<file path="config.mk">
export PLATFORM = sky130hd
export DESIGN_NAME = fir_decimator
export DESIGN_NICKNAME = d
export VERILOG_FILES = /design/src/rtl/fir_pkg.sv /design/src/rtl/fir_out_fifo.sv /design/src/rtl/fir_decimator.sv
export SDC_FILE = /design/constraint.sdc
export NUM_CORES = 1
export LEC_CHECK = 0
export ABC_CLOCK_PERIOD_IN_PS = 3600
export CORE_ASPECT_RATIO = 0.75
export CORE_MARGIN = 2
export CORE_UTILIZATION = 42
export CTS_CLUSTER_SIZE = 14
export DETAILED_ROUTE_END_ITERATION = 10
export GPL_ROUTABILITY_DRIVEN = 0
export SYNTH_ARGS = -nofsm -noshare
export SYNTH_HDL_FRONTEND = slang
export SYNTH_HIERARCHICAL = 1
export SYNTH_SLANG_ARGS = --single-unit
</file>
<file path="constraint.sdc">
create_clock -name clk -period 3.6 [get_ports clk]
set_clock_uncertainty 0.05 [all_clocks]
set_input_delay 0.72 -clock clk [delete_from_list [all_inputs] [get_ports clk]]
set_output_delay 0.72 -clock clk [all_outputs]
set_load 0.05 [all_outputs]
</file>
<file path="src/rtl/fir_pkg.sv">
// Shared constants for the low-pass FIR chain and its decimating output stage.
package fir_pkg;

  localparam int unsigned FIR_IN_W     = 32;
  localparam int unsigned FIR_OUT_W    = 16;
  localparam int unsigned FIR_COEF_SUM = 60365;
  localparam int unsigned FIR_SHIFT    = 16;
  localparam int unsigned DECIM_W      = 4;
  localparam int unsigned SAT_CNT_W    = 8;

  // Signed clip limits of the default output width.
  localparam int FIR_SAT_MAX = (1 << (FIR_OUT_W - 1)) - 1;
  localparam int FIR_SAT_MIN = -(1 << (FIR_OUT_W - 1));

endpackage

</file>
<file path="src/rtl/fir_out_fifo.sv">
// First-word-fall-through output FIFO; the caller only pops when non-empty
// and only pushes when not full or popping on the same edge.
module fir_out_fifo
  import fir_pkg::*;
#(
  parameter int unsigned W     = FIR_OUT_W,
  parameter int unsigned DEPTH = 4
) (
  input  logic         clk,
  input  logic         rst,
  input  logic         i_push,
  input  logic [W-1:0] i_wr_data,
  input  logic         i_pop,
  output logic [W-1:0] o_rd_data,
  output logic         o_empty,
  output logic         o_full
);

  localparam int unsigned AW = $clog2(DEPTH);
  localparam int unsigned CW = AW + 1;

  logic [W-1:0]  r_mem [DEPTH];
  logic [AW-1:0] r_wr_ptr;
  logic [AW-1:0] r_rd_ptr;
  logic [CW-1:0] r_count;

  // Pointers wrap naturally because DEPTH is a power of two.
  always_ff @(posedge clk) begin
    if (rst) begin
      r_wr_ptr <= '0;
      r_rd_ptr <= '0;
      r_count  <= '0;
    end else begin
      if (i_push) r_wr_ptr <= r_wr_ptr + AW'(1);
      if (i_pop)  r_rd_ptr <= r_rd_ptr + AW'(1);
      case ({i_push, i_pop})
        2'b10:   r_count <= r_count + CW'(1);
        2'b01:   r_count <= r_count - CW'(1);
        default: r_count <= r_count;
      endcase
    end
  end

  always_ff @(posedge clk) begin
    if (i_push) r_mem[r_wr_ptr] <= i_wr_data;
  end

  assign o_empty   = (r_count == '0);
  assign o_full    = (r_count == CW'(DEPTH));
  assign o_rd_data = o_empty ? '0 : r_mem[r_rd_ptr];

endmodule

</file>
<file path="src/rtl/fir_decimator.sv">
// Decimates the FIR accumulator by M, rounds/saturates kept samples to OUT_W
// bits and hands them downstream through a valid/ready FIFO.
module fir_decimator
  import fir_pkg::*;
#(
  parameter int unsigned IN_W  = FIR_IN_W,
  parameter int unsigned OUT_W = FIR_OUT_W,
  parameter int unsigned SHIFT = FIR_SHIFT,
  parameter int unsigned DEPTH = 4
) (
  input  logic                 clk,
  input  logic                 rst,
  input  logic [IN_W-1:0]      din,
  input  logic                 din_valid,
  input  logic [DECIM_W-1:0]   decim_m,
  output logic [OUT_W-1:0]     out_data,
  output logic                 out_valid,
  input  logic                 out_ready,
  output logic                 overflow,
  output logic [SAT_CNT_W-1:0] sat_cnt
);

  localparam int SAT_MAX_I = (1 << (OUT_W - 1)) - 1;
  localparam int SAT_MIN_I = -(1 << (OUT_W - 1));
  localparam logic signed [IN_W:0] Q_MAX = (IN_W+1)'(SAT_MAX_I);
  localparam logic signed [IN_W:0] Q_MIN = (IN_W+1)'(SAT_MIN_I);
  localparam logic signed [IN_W:0] RND   = (IN_W+1)'(1) << (SHIFT - 1);

  logic [DECIM_W-1:0]   r_ph;
  logic [OUT_W-1:0]     r_data;
  logic                 r_vld;
  logic                 r_overflow;
  logic [SAT_CNT_W-1:0] r_sat_cnt;

  logic [DECIM_W-1:0]   w_m_new;
  logic                 w_keep;
  logic signed [IN_W:0] w_s;
  logic signed [IN_W:0] w_q;
  logic                 w_hi;
  logic                 w_lo;
  logic [OUT_W-1:0]     w_y;
  logic                 w_pop;
  logic                 w_push;
  logic                 w_full;
  logic                 w_empty;

  assign w_m_new = (decim_m == '0) ? DECIM_W'(1) : decim_m;
  assign w_keep  = din_valid && (r_ph == '0);

  // One extra sign bit keeps the rounding add from wrapping.
  assign w_s  = $signed({din[IN_W-1], din}) + RND;
  assign w_q  = w_s >>> SHIFT;
  assign w_hi = (w_q > Q_MAX);
  assign w_lo = (w_q < Q_MIN);
  assign w_y  = w_hi ? OUT_W'(SAT_MAX_I) :
                w_lo ? OUT_W'(SAT_MIN_I) : w_q[OUT_W-1:0];

  // Ratio is latched only on a kept sample so the running phase is never cut short.
  always_ff @(posedge clk) begin
    if (rst) begin
      r_ph <= '0;
    end else if (din_valid) begin
      if (r_ph == '0) r_ph <= w_m_new - DECIM_W'(1);
      else            r_ph <= r_ph - DECIM_W'(1);
    end
  end

  always_ff @(posedge clk) begin
    if (rst) begin
      r_vld     <= 1'b0;
      r_data    <= '0;
      r_sat_cnt <= '0;
    end else begin
      r_vld <= w_keep;
      if (w_keep) r_data <= w_y;
      if (w_keep && (w_hi || w_lo) && (r_sat_cnt != '1))
        r_sat_cnt <= r_sat_cnt + SAT_CNT_W'(1);
    end
  end

  // A full FIFO still accepts the write when a pop frees a slot on the same edge.
  assign w_pop  = out_valid && out_ready;
  assign w_push = r_vld && (!w_full || w_pop);

  always_ff @(posedge clk) begin
    if (rst)                            r_overflow <= 1'b0;
    else if (r_vld && w_full && !w_pop) r_overflow <= 1'b1;
  end

  fir_out_fifo #(
    .W     (OUT_W),
    .DEPTH (DEPTH)
  ) u_fifo (
    .clk       (clk),
    .rst       (rst),
    .i_push    (w_push),
    .i_wr_data (r_data),
    .i_pop     (w_pop),
    .o_rd_data (out_data),
    .o_empty   (w_empty),
    .o_full    (w_full)
  );

  assign out_valid = !w_empty;
  assign overflow  = r_overflow;
  assign sat_cnt   = r_sat_cnt;

endmodule
</file>
== Word level (Yosys, flattened, before mapping) ==
Memories as Yosys holds them, arrays and structs flattened. A register that Yosys moved wholly into a read port is not among the register bits.
Cells that the tools add are included.

* Memories kept: 1
* Word-level logic and storage cells: 49
* Memory bits (writable): 64
* Register bits: 37
* Bits of input ports: 40
* Output and inout port bits: 26

* Eq/ne operators: 4
* $lt $le $gt $ge: 2
* Add/subtract/negate cells: 8
* Reductions and logical operators: 16
* Muxes and demuxes: 10

{| class="wikitable"
|+ Memory list
! name !! depth !! width !! read ports !! clocked after Yosys merged registers in !! wr ports !! RTL line !! RTL
|-
| u_fifo.r_mem || 4 || 16 || 1 || 1 || 1 || fir_out_fifo.sv:22 || <nowiki>logic [W-1:0] r_mem [DEPTH];</nowiki>
|}

{| class="wikitable"
|+ Operators by type and width
! kind !! count
|-
| $mux W16 || 3
|-
| $add A32 B17 Y33 const B || 1
|-
| $gt A17 B16 Y1 const B || 1
|-
| $lt A17 B16 Y1 const B || 1
|-
| $add A8 B1 Y8 const B || 1
|-
| $logic_not A4 Y1 || 2
|-
| $mux W4 || 2
|-
| $ne A8 B8 Y1 const B || 1
|-
| $sub A4 B1 Y4 const B || 2
|-
| $logic_and A1 B1 Y1 || 7
|-
| $pmux W3 S2 || 1
|-
| $add A2 B1 Y2 const B || 2
|-
| $mux W2 || 2
|-
| $add A3 B1 Y3 const B || 1
|-
| $eq A3 B3 Y1 const B || 1
|-
| $logic_not A1 Y1 || 3
|-
| $logic_not A3 Y1 || 1
|-
| $sub A3 B1 Y3 const B || 1
|-
| $eq A2 B1 Y1 const B || 1
|-
| $eq A2 B2 Y1 const B || 1
|-
| $logic_or A1 B1 Y1 || 2
|-
| $mux W1 || 2
|-
| $reduce_bool A2 Y1 || 1
|}

== Longest topological paths before layout ==
Gate-level depths: netlist of run 1.

* Depth in word-level cells: 7
* Mapped depth: 12
* Gate-level depth less buffers: 11

== Cells and area by module ==
The synthesis of run 1 kept the hierarchy.

{| class="wikitable"
|+ By module, submodules not included
! module !! cells each !! sequential area each (sq um) !! area each (sq um) !! times used
|-
| fir_out_fifo || 148 || 2102.0 || 2969.1 || 1
|-
| fir_decimator || 199 || 600.6 || 1606.5 || 1
|}

== Least setup slack after synthesis of run 1 ==
No wires, ideal clock.

* Path type: flip-flop to flip-flop
* From: register u_fifo.r_count[1]
* To: register u_fifo.r_count[2]
* Library setup time: 0.070 ns
* Stages on the path, launching flop included: 13
* Clock period less this slack: 3.093 ns
* Required time: 3.480 ns
* Buffers on the path: 1
* Data arrival time: 2.973 ns
* Slack: 0.507 ns
* Cell sequence: dfxtp_1 -> nor3_2 -> buf_4 -> inv_1 -> nand2_1 -> a21boi_0 -> inv_1 -> ha_1 -> inv_1 -> fa_1 -> xor2_1 -> or3_1 -> a21oi_1

* Word-level cells in the longest chain between the ends: 7
* Elaborated cells on any way between the ends: 13
* Classes of those cells: 2 x add/sub; 3 x eq/ne; 1 x mux; 7 x reduce/logical

{| class="wikitable"
|+ Ends and longest elaborated chain
! element !! RTL line !! RTL
|-
| start: declaration || fir_out_fifo.sv:25 || <nowiki>logic [CW-1:0] r_count;</nowiki>
|-
| start signal: assignment || fir_out_fifo.sv:37 || <nowiki>2'b10: r_count <= r_count + CW'(1);</nowiki>
|-
| start signal: assignment || fir_out_fifo.sv:38 || <nowiki>2'b01: r_count <= r_count - CW'(1);</nowiki>
|-
| start signal: assignment || fir_out_fifo.sv:39 || <nowiki>default: r_count <= r_count;</nowiki>
|-
| $logic_not A3 Y1 (*) || fir_out_fifo.sv:48 || <nowiki>assign o_empty = (r_count == '0);</nowiki>
|-
| named net w_empty || fir_decimator.sv:45 || <nowiki>logic w_empty;</nowiki>
|-
| $logic_not A1 Y1 (*) || fir_decimator.sv:104 || <nowiki>assign out_valid = !w_empty;</nowiki>
|-
| named net out_valid || fir_decimator.sv:17 || <nowiki>output logic out_valid,</nowiki>
|-
| $logic_and A1 B1 Y1 (*) || fir_decimator.sv:82 || <nowiki>assign w_pop = out_valid && out_ready;</nowiki>
|-
| $logic_or A1 B1 Y1 (*) || fir_decimator.sv:83 || <nowiki>assign w_push = r_vld && (!w_full || w_pop);</nowiki>
|-
| $logic_and A1 B1 Y1 (*) || fir_decimator.sv:83 ||
|-
| named net w_push || fir_decimator.sv:43 || <nowiki>logic w_push;</nowiki>
|-
| $eq A2 B1 Y1 / $eq A2 B2 Y1 (equally long branches) || fir_out_fifo.sv:36 || <nowiki>case ({i_push, i_pop})</nowiki>
|-
| $pmux W3 S2 / $reduce_bool A2 Y1 (equally long branches) || -- ||
|}

Mark *: on every way through the listed nets, which the timed path passes. The rest lies on a longest branch.
A chain may end at the register's enable or synchronous reset.

==> results.ini, run 1 <==
[final_layout]
finalNetCount=452
n_antenna_cell=0
layout_common_cells=edfxtp_1, clkdlybuf4s50_1, dfxtp_1
final_common_cell=edfxtp_1
areaGrowthSynthToFinish_pct=21.60
final_cell_count_no_fill=544
drive_gt1_share_pct=13.48
nFillCells=920
finalCoreUtilization_pct=53.24

[routing]
drc=0
wl_per_cell_um=15.94
wl_mm=8.669
via_count=2842
first_pass_iters=6
ant_nets=0
drt_iter0_markers=185
via_per_inst=5.224

[setup_path]
path_max_fanout=16
path_delay_family=buffers and inverters
crit_path_end_kind=primary output
start_kind=flop
crit_required_ns=2.83
path_buf_inv=2
arrival_ns=2.45
path_class=flop to primary output
slowest_stage=clkdlybuf4s50_1
max_stage_delay_ns=0.71
crit_chain=buf_4 -> mux4_1 -> nor2b_1 -> clkdlybuf4s50_1

[cts]
cts_hold_buf=0
cts_made_buffers=9
cts_tree=built
clock_latency_ns=0.34
clockBufferDepth=2
clock-root-buffer=clkbuf_16
postCtsSetupRepairBufs=0
htreeDepth=3
ctsResizeCount=0
cts_sinks=103
clkTransAtPathRegs_ns=0.07

[die]
die-area_um2=11750
start_util_pct=43.79
io_pins=66
num_rows=32
die_y_um=94.39
die_x_um=124.5
core_area_um2=10450

[placement]
post-dp-hpwl_mm=5.976
dp.cells=528
portBuffers=50
dpl_worst_slack_ns=0.2624

[power_and_ir_drop]
p_per_area_nw_per_um2=642.3
leakage_nw=1.894
fin_total_pwr_w=0.003574
peakVddDrop_uv=262.5

[run_status]
status=completed

[synth]
syn_area_um2=4576
synthCells=347
avgSynthCellArea_um2=13.19
async_reset_ff_share_pct=0
syn-num-nets=396
synth-seq-cells=103
ys_seq_area_share_pct=59.06
synth.distinct_cells=56
synth-main-ff-cell=edfxtp_1
synth_edf_count=64
ys_warn_count=6

[timing]
timing.final.crit_share_pct=89.31
max_clock_freq_mhz=311.0
rsz0062_at_grt=no
period_minus_slack_ns=3.215
drv_slew=0
fin_setup_tns_ns=0
fin_ws_ns=0.3850
hold_viol_final=0
slew_headroom_pct=61.13
setup_viol=0
tightest_slew_ns=0.5684

[global_route]
grt_max_degree=39
grt_antenna_before_repair=0
gr-total-overflow=0
grt_pass1_wl_mm=14.46
grt_pass1_vias=2799
grtUsageTotal_pct=15.87

[worst_hold_path]
hp-class=flop to flop

[run]
cap_viol_max_count=0

-- synthesized netlist by cell type, types with 2 or more instances --
cell,n,area share [%]
inv_1,11,0.90
edfxtp_1,64,42
nand3_1,10,1.1
xor2_1,11,2.1
ha_1,8,2.2
buf_6,2,0.49
xnor2_1,5,0.96
nor2b_4,10,3.0
o21a_1,2,0.33
nor4_1,5,0.68
mux2i_1,4,0.88
o31ai_1,4,0.66
nand2b_1,2,0.27
mux4_1,6,3.4
mux4_2,10,4.9
or4_1,3,0.49
a31oi_1,2,0.27
o21ai_0,8,0.88
a311oi_1,2,0.38
nand2_1,12,0.98
nor2_1,33,2.7
o22ai_1,5,0.68
nor3_1,17,1.9
clkbuf_1,9,0.74
or3_1,3,0.41
clkbuf_2,2,0.22
a211oi_1,2,0.33
and2_1,5,0.68
nor2b_1,5,0.68
dfxtp_1,39,17
a21oi_1,18,2.0
nand4_1,4,0.55
-- final timing paths --
| kind | from | to | slack (ns) | depth (start not counted) |
|---|---|---|---|---|
| worst max-delay path | flop | out_data[3] | 0.38 | 4 |
| worst min-delay path | overflow | overflow | 0.42 | 2 |
| worst max register to register | r_ph[0] | sat_cnt[7] | 1.15 | 5 |
| worst min register to register | overflow | overflow | 0.42 | 2 |
-- where the power goes --
part	internal, W	switching [W]	total [W]
clock network	0.000615	0.000418	0.00103
logic	0.000445	0.000654	0.00110
registers	0.00136	0.0000768	0.00144
-- flip-flops by register name, summed over array words and instances (netlist names), named ones only --
register and count:
r_vld 1, r_ph 4, sat_cnt 8, overflow 1, u_fifo/r_rd_ptr 2, u_fifo/r_count 3
r_data 16, u_fifo/r_wr_ptr 2, u_fifo/r_mem 64
-- cells by family after synthesis --
kind of cell    share of synthesized area (%)
flops                                   59.06
fa+ha+maj                               2.625
compound gates                          7.356
buf+inv                                 3.063
xor+xnor                                3.063
simple gates                            15.59
mux                                     9.243
-- per-layer routing --
layer / up-vias / track usage, % / part of all wire (%) / routed length [um]
li1: 1420 / - / - / -
met1: 1353 / 22.32 / 51 / 4386
met2: 62 / 24.32 / 44 / 3834
met3: 7 / 3.853 / 4.0 / 344
met4: 0 / 5.618 / 1.2 / 104
met5: - / 0 / 0 / 0
-- through the flow --
step	instance area, um2	hold WS (ns)
final	5564	0.4203
after global routing	5564	0.4674
after CTS	5564	0.4317
after detailed placement	5243	0.4157
after global placement	5243	0.4017
after floorplan	4576	0.4100
-- worst reg2reg max path, delay by kind of cell, from the launching register on --
| family | cells | cell delay, ns |
|---|---|---|
| AOI/OAI and AO/OA | 1 | 0.16 |
| and+or+nand+nor | 4 | 1.83 |
| DFF | 1 | 0.35 |
-- layout make-up --
| cell class | instances | area (um2) | area share (%) |
|---|---|---|---|
| sequential | 103 | 2703 | 48.57 |
| clock buffer | 10 | 229.0 | 4.115 |
| multi-input combinational | 217 | 1745 | 31.37 |
| inverter | 11 | 41.29 | 0.7421 |
| tap | 136 | 170.2 | 3.058 |
| timing repair buffer | 61 | 583.1 | 10.48 |
| clock inverter | 6 | 92.59 | 1.664 |
Power figures use the tool's default switching activity.
==> inputs of run 2 (changes only) <==
--- a/config.mk
+++ b/config.mk
@@ -7,5 +7,5 @@
 export LEC_CHECK = 0
 export ABC_CLOCK_PERIOD_IN_PS = 3600
-export CORE_ASPECT_RATIO = 0.75
+export CORE_ASPECT_RATIO = 0.6
 export CORE_MARGIN = 2
 export CORE_UTILIZATION = 42
@@ -13,4 +13,5 @@
 export DETAILED_ROUTE_END_ITERATION = 10
 export GPL_ROUTABILITY_DRIVEN = 0
+export GPL_TIMING_DRIVEN = 0
 export SYNTH_ARGS = -nofsm -noshare
 export SYNTH_HDL_FRONTEND = slang
==> constraint.sdc (replaced) <==
create_clock -name clk -period 3.6 [get_ports clk]
set_clock_uncertainty 0.05 [all_clocks]
set_input_delay 0.9 -clock clk [delete_from_list [all_inputs] [get_ports clk]]
set_output_delay 0.9 -clock clk [all_outputs]
set_load 0.05 [all_outputs]
==> results.ini, run 2 (synthesis results as in run 1) <==
[run_status]
status=completed

[routing]
ant_nets=0  ; unchanged
drt_iter0_markers=184  ; -0.54%
via_count=2905  ; +2.2%
first_pass_iters=6  ; unchanged
wl_per_cell_um=16.30  ; +2.3%
drc=0  ; unchanged
wl_mm=8.967  ; +3.4%
via_per_inst=5.282  ; +1.1%

[power_and_ir_drop]
power_frac_seq_pct=40.8  ; +0.5 points
p_sw_w=0.001170  ; +1.8%
switching_share_pct=33.07  ; +0.90 points
p_int_w=0.002369  ; -2.3%
peakVddDrop_uv=398.5  ; +52%
combPwrFrac_pct=31.6  ; +0.8 points
leakage_nw=1.869  ; -1.3%
p_clk_share_pct=27.5  ; -1.4 points
fin_total_pwr_w=0.003539  ; -0.96%
p_per_area_nw_per_um2=638.5  ; -0.58%

[global_route]
grt_pass1_wl_mm=14.66  ; +1.4%
grt_max_degree=19  ; -51%
grt_pass1_vias=2855  ; +2.0%
grtUsageTotal_pct=16.09  ; +0.21 points
grt_use_met3_pct=4.684  ; +0.83 points
use_met1_pct=24.52  ; +2.2 points
busiest_layer=met1
grt_antenna_before_repair=0  ; unchanged
gr-total-overflow=0  ; unchanged
groute.layer.met2.usage_pct=22.64  ; -1.7 points

[die]
die_y_um=84.85  ; -10%
io_pins=66  ; unchanged
die_x_um=138.8  ; +11%
start_util_pct=43.19  ; -0.60 points
num_rows=29  ; -9.4%
core_area_um2=10600  ; +1.4%
die-area_um2=11770  ; +0.16%

[cts]
cts_sinks=103  ; unchanged
htreeDepth=3  ; unchanged
clockBufferDepth=2  ; unchanged
cts_hold_buf=0  ; unchanged
cts_made_buffers=9  ; unchanged
clock_latency_ns=0.34  ; about the same
postCtsSetupRepairBufs=0  ; unchanged
ctsResizeCount=0  ; unchanged
cts_tree=built
clock-root-buffer=clkbuf_16
clkTransAtPathRegs_ns=0.07  ; about the same

[setup_path]
crit_path_end_kind=primary output
r2r_start=u_fifo/r_count[1]
path_max_fanout=10  ; -6
r2r_end=u_fifo/r_count[2]
critPathCapture=out_data[6]
path_class=flop to primary output
r2r_setup_slack_ns=0.47  ; -0.68 ns
arrival_ns=2.37  ; -0.08 ns
reg2reg_depth=12  ; +7
start_kind=flop
crit_required_ns=2.65  ; -0.18 ns

[placement]
dp.cells=534  ; +1.1%
post-dp-hpwl_mm=6.288  ; +5.2%
portBuffers=48  ; -4.0%

[final_layout]
layout_common_cells=edfxtp_1, clkdlybuf4s50_1, dfxtp_1
seqCellArea_um2=2703  ; unchanged
final_common_cell=edfxtp_1
n_antenna_cell=0  ; unchanged
top_register=u_fifo/r_mem
areaGrowthSynthToFinish_pct=21.14
drive_gt1_share_pct=12.41  ; -1.1 points
finalNetCount=455  ; +0.66%
nFillCells=922  ; +0.22%
final_cell_count_no_fill=550  ; +1.1%
multi_input_area_um2=1739  ; -0.36%
largest_register_ffs=64  ; unchanged

[timing]
timing.final.crit_share_pct=92.30  ; +3.0 points
setup_viol=0  ; unchanged
fin_setup_tns_ns=0  ; unchanged
hold_viol_final=0  ; unchanged
rsz0062_at_grt=no
hold-worst-slack_ns=0.4251  ; +0.004834 ns
slew_headroom_pct=38.28  ; -23 points
drv_slew=0  ; unchanged
tightest_slew_ns=0.9259  ; +0.3575 ns
period_minus_slack_ns=3.323  ; +0.1078 ns
max_clock_freq_mhz=301.0  ; -3.2%

[worst_hold_path]
hp-class=flop to flop
whs_path_depth=2  ; unchanged

[run]
cap_viol_max_count=0  ; unchanged

run 2: cell types whose count changed in the layout (fill, tap and decap cells not counted), sizes merged:
| cell | delta |
|---|---|
| clkdlybuf4s50 | -2 |
| buf | -6 |
| clkinvlp | +1 |
| clkbuf | +10 |
| bufinv | -1 |
| clkinv | +1 |
run 2: power groups by stage:
stage	clock network, W	logic, W	registers, W
floorplan	0	0.000831	0.00144
global route	0.00105	0.00120	0.00146
CTS	0.00100	0.00113	0.00144
global placement	0	0.00112	0.00146
finish	0.000975	0.00112	0.00145
detailed placement	0	0.00113	0.00147
run 2: per-layer routing:
metal  routed length (um)  share of wire [%]
met1                 4861                 54
met3                  441                4.9
met5                    0                  0
met4                   53               0.59
met2                 3611                 40
run 2: worst min path at each step:
stage                     startpoint             endpoint  slack [ns]
after global routing        overflow             overflow        0.47
after global placement      overflow             overflow        0.40
final                       overflow             overflow        0.43
after floorplan           r_data[15]  u_fifo/r_mem[0][15]        0.41
after detailed placement    overflow             overflow        0.41
after CTS                   overflow             overflow        0.43
run 2: through the flow:
stage / setup WS (ns) / cell area [um2] / utilization [%]
finish: 0.2772 / 5543 / 52.31
global route: 0.1734 / 5543 / 52.31
CTS: 0.09233 / 5537 / 52.26
detailed placement: 0.1028 / 5230 / 49.36
global placement: 0.1242 / 5230 / 49.36
floorplan: 0.5069 / 4576 / -
run 2: layout make-up:
class	count	share of cell area (%)
Inverter	11	0.7449
Buffer	16	1.783
Tap cell	139	3.138
Clock buffer	9	4.063
Multi-Input combinational cell	217	31.38
Timing Repair Buffer	48	8.668
Sequential cell	103	48.76
Clock inverter	7	1.467
run 2: critical path, cell delays in order, from the launching register on:
cell and delay, ns:
dfxtp_1 0.31, clkbuf_2 0.20, buf_2 0.30, mux4_2 0.38, nor2b_4 0.14, clkdlybuf4s50_1 0.70
==> inputs of run 3 (changes only) <==
Settings changed: TNS_END_PERCENT set to 5.
==> results of run 3 <==
Final layout, timing and power as in run 2 (identical DEF).
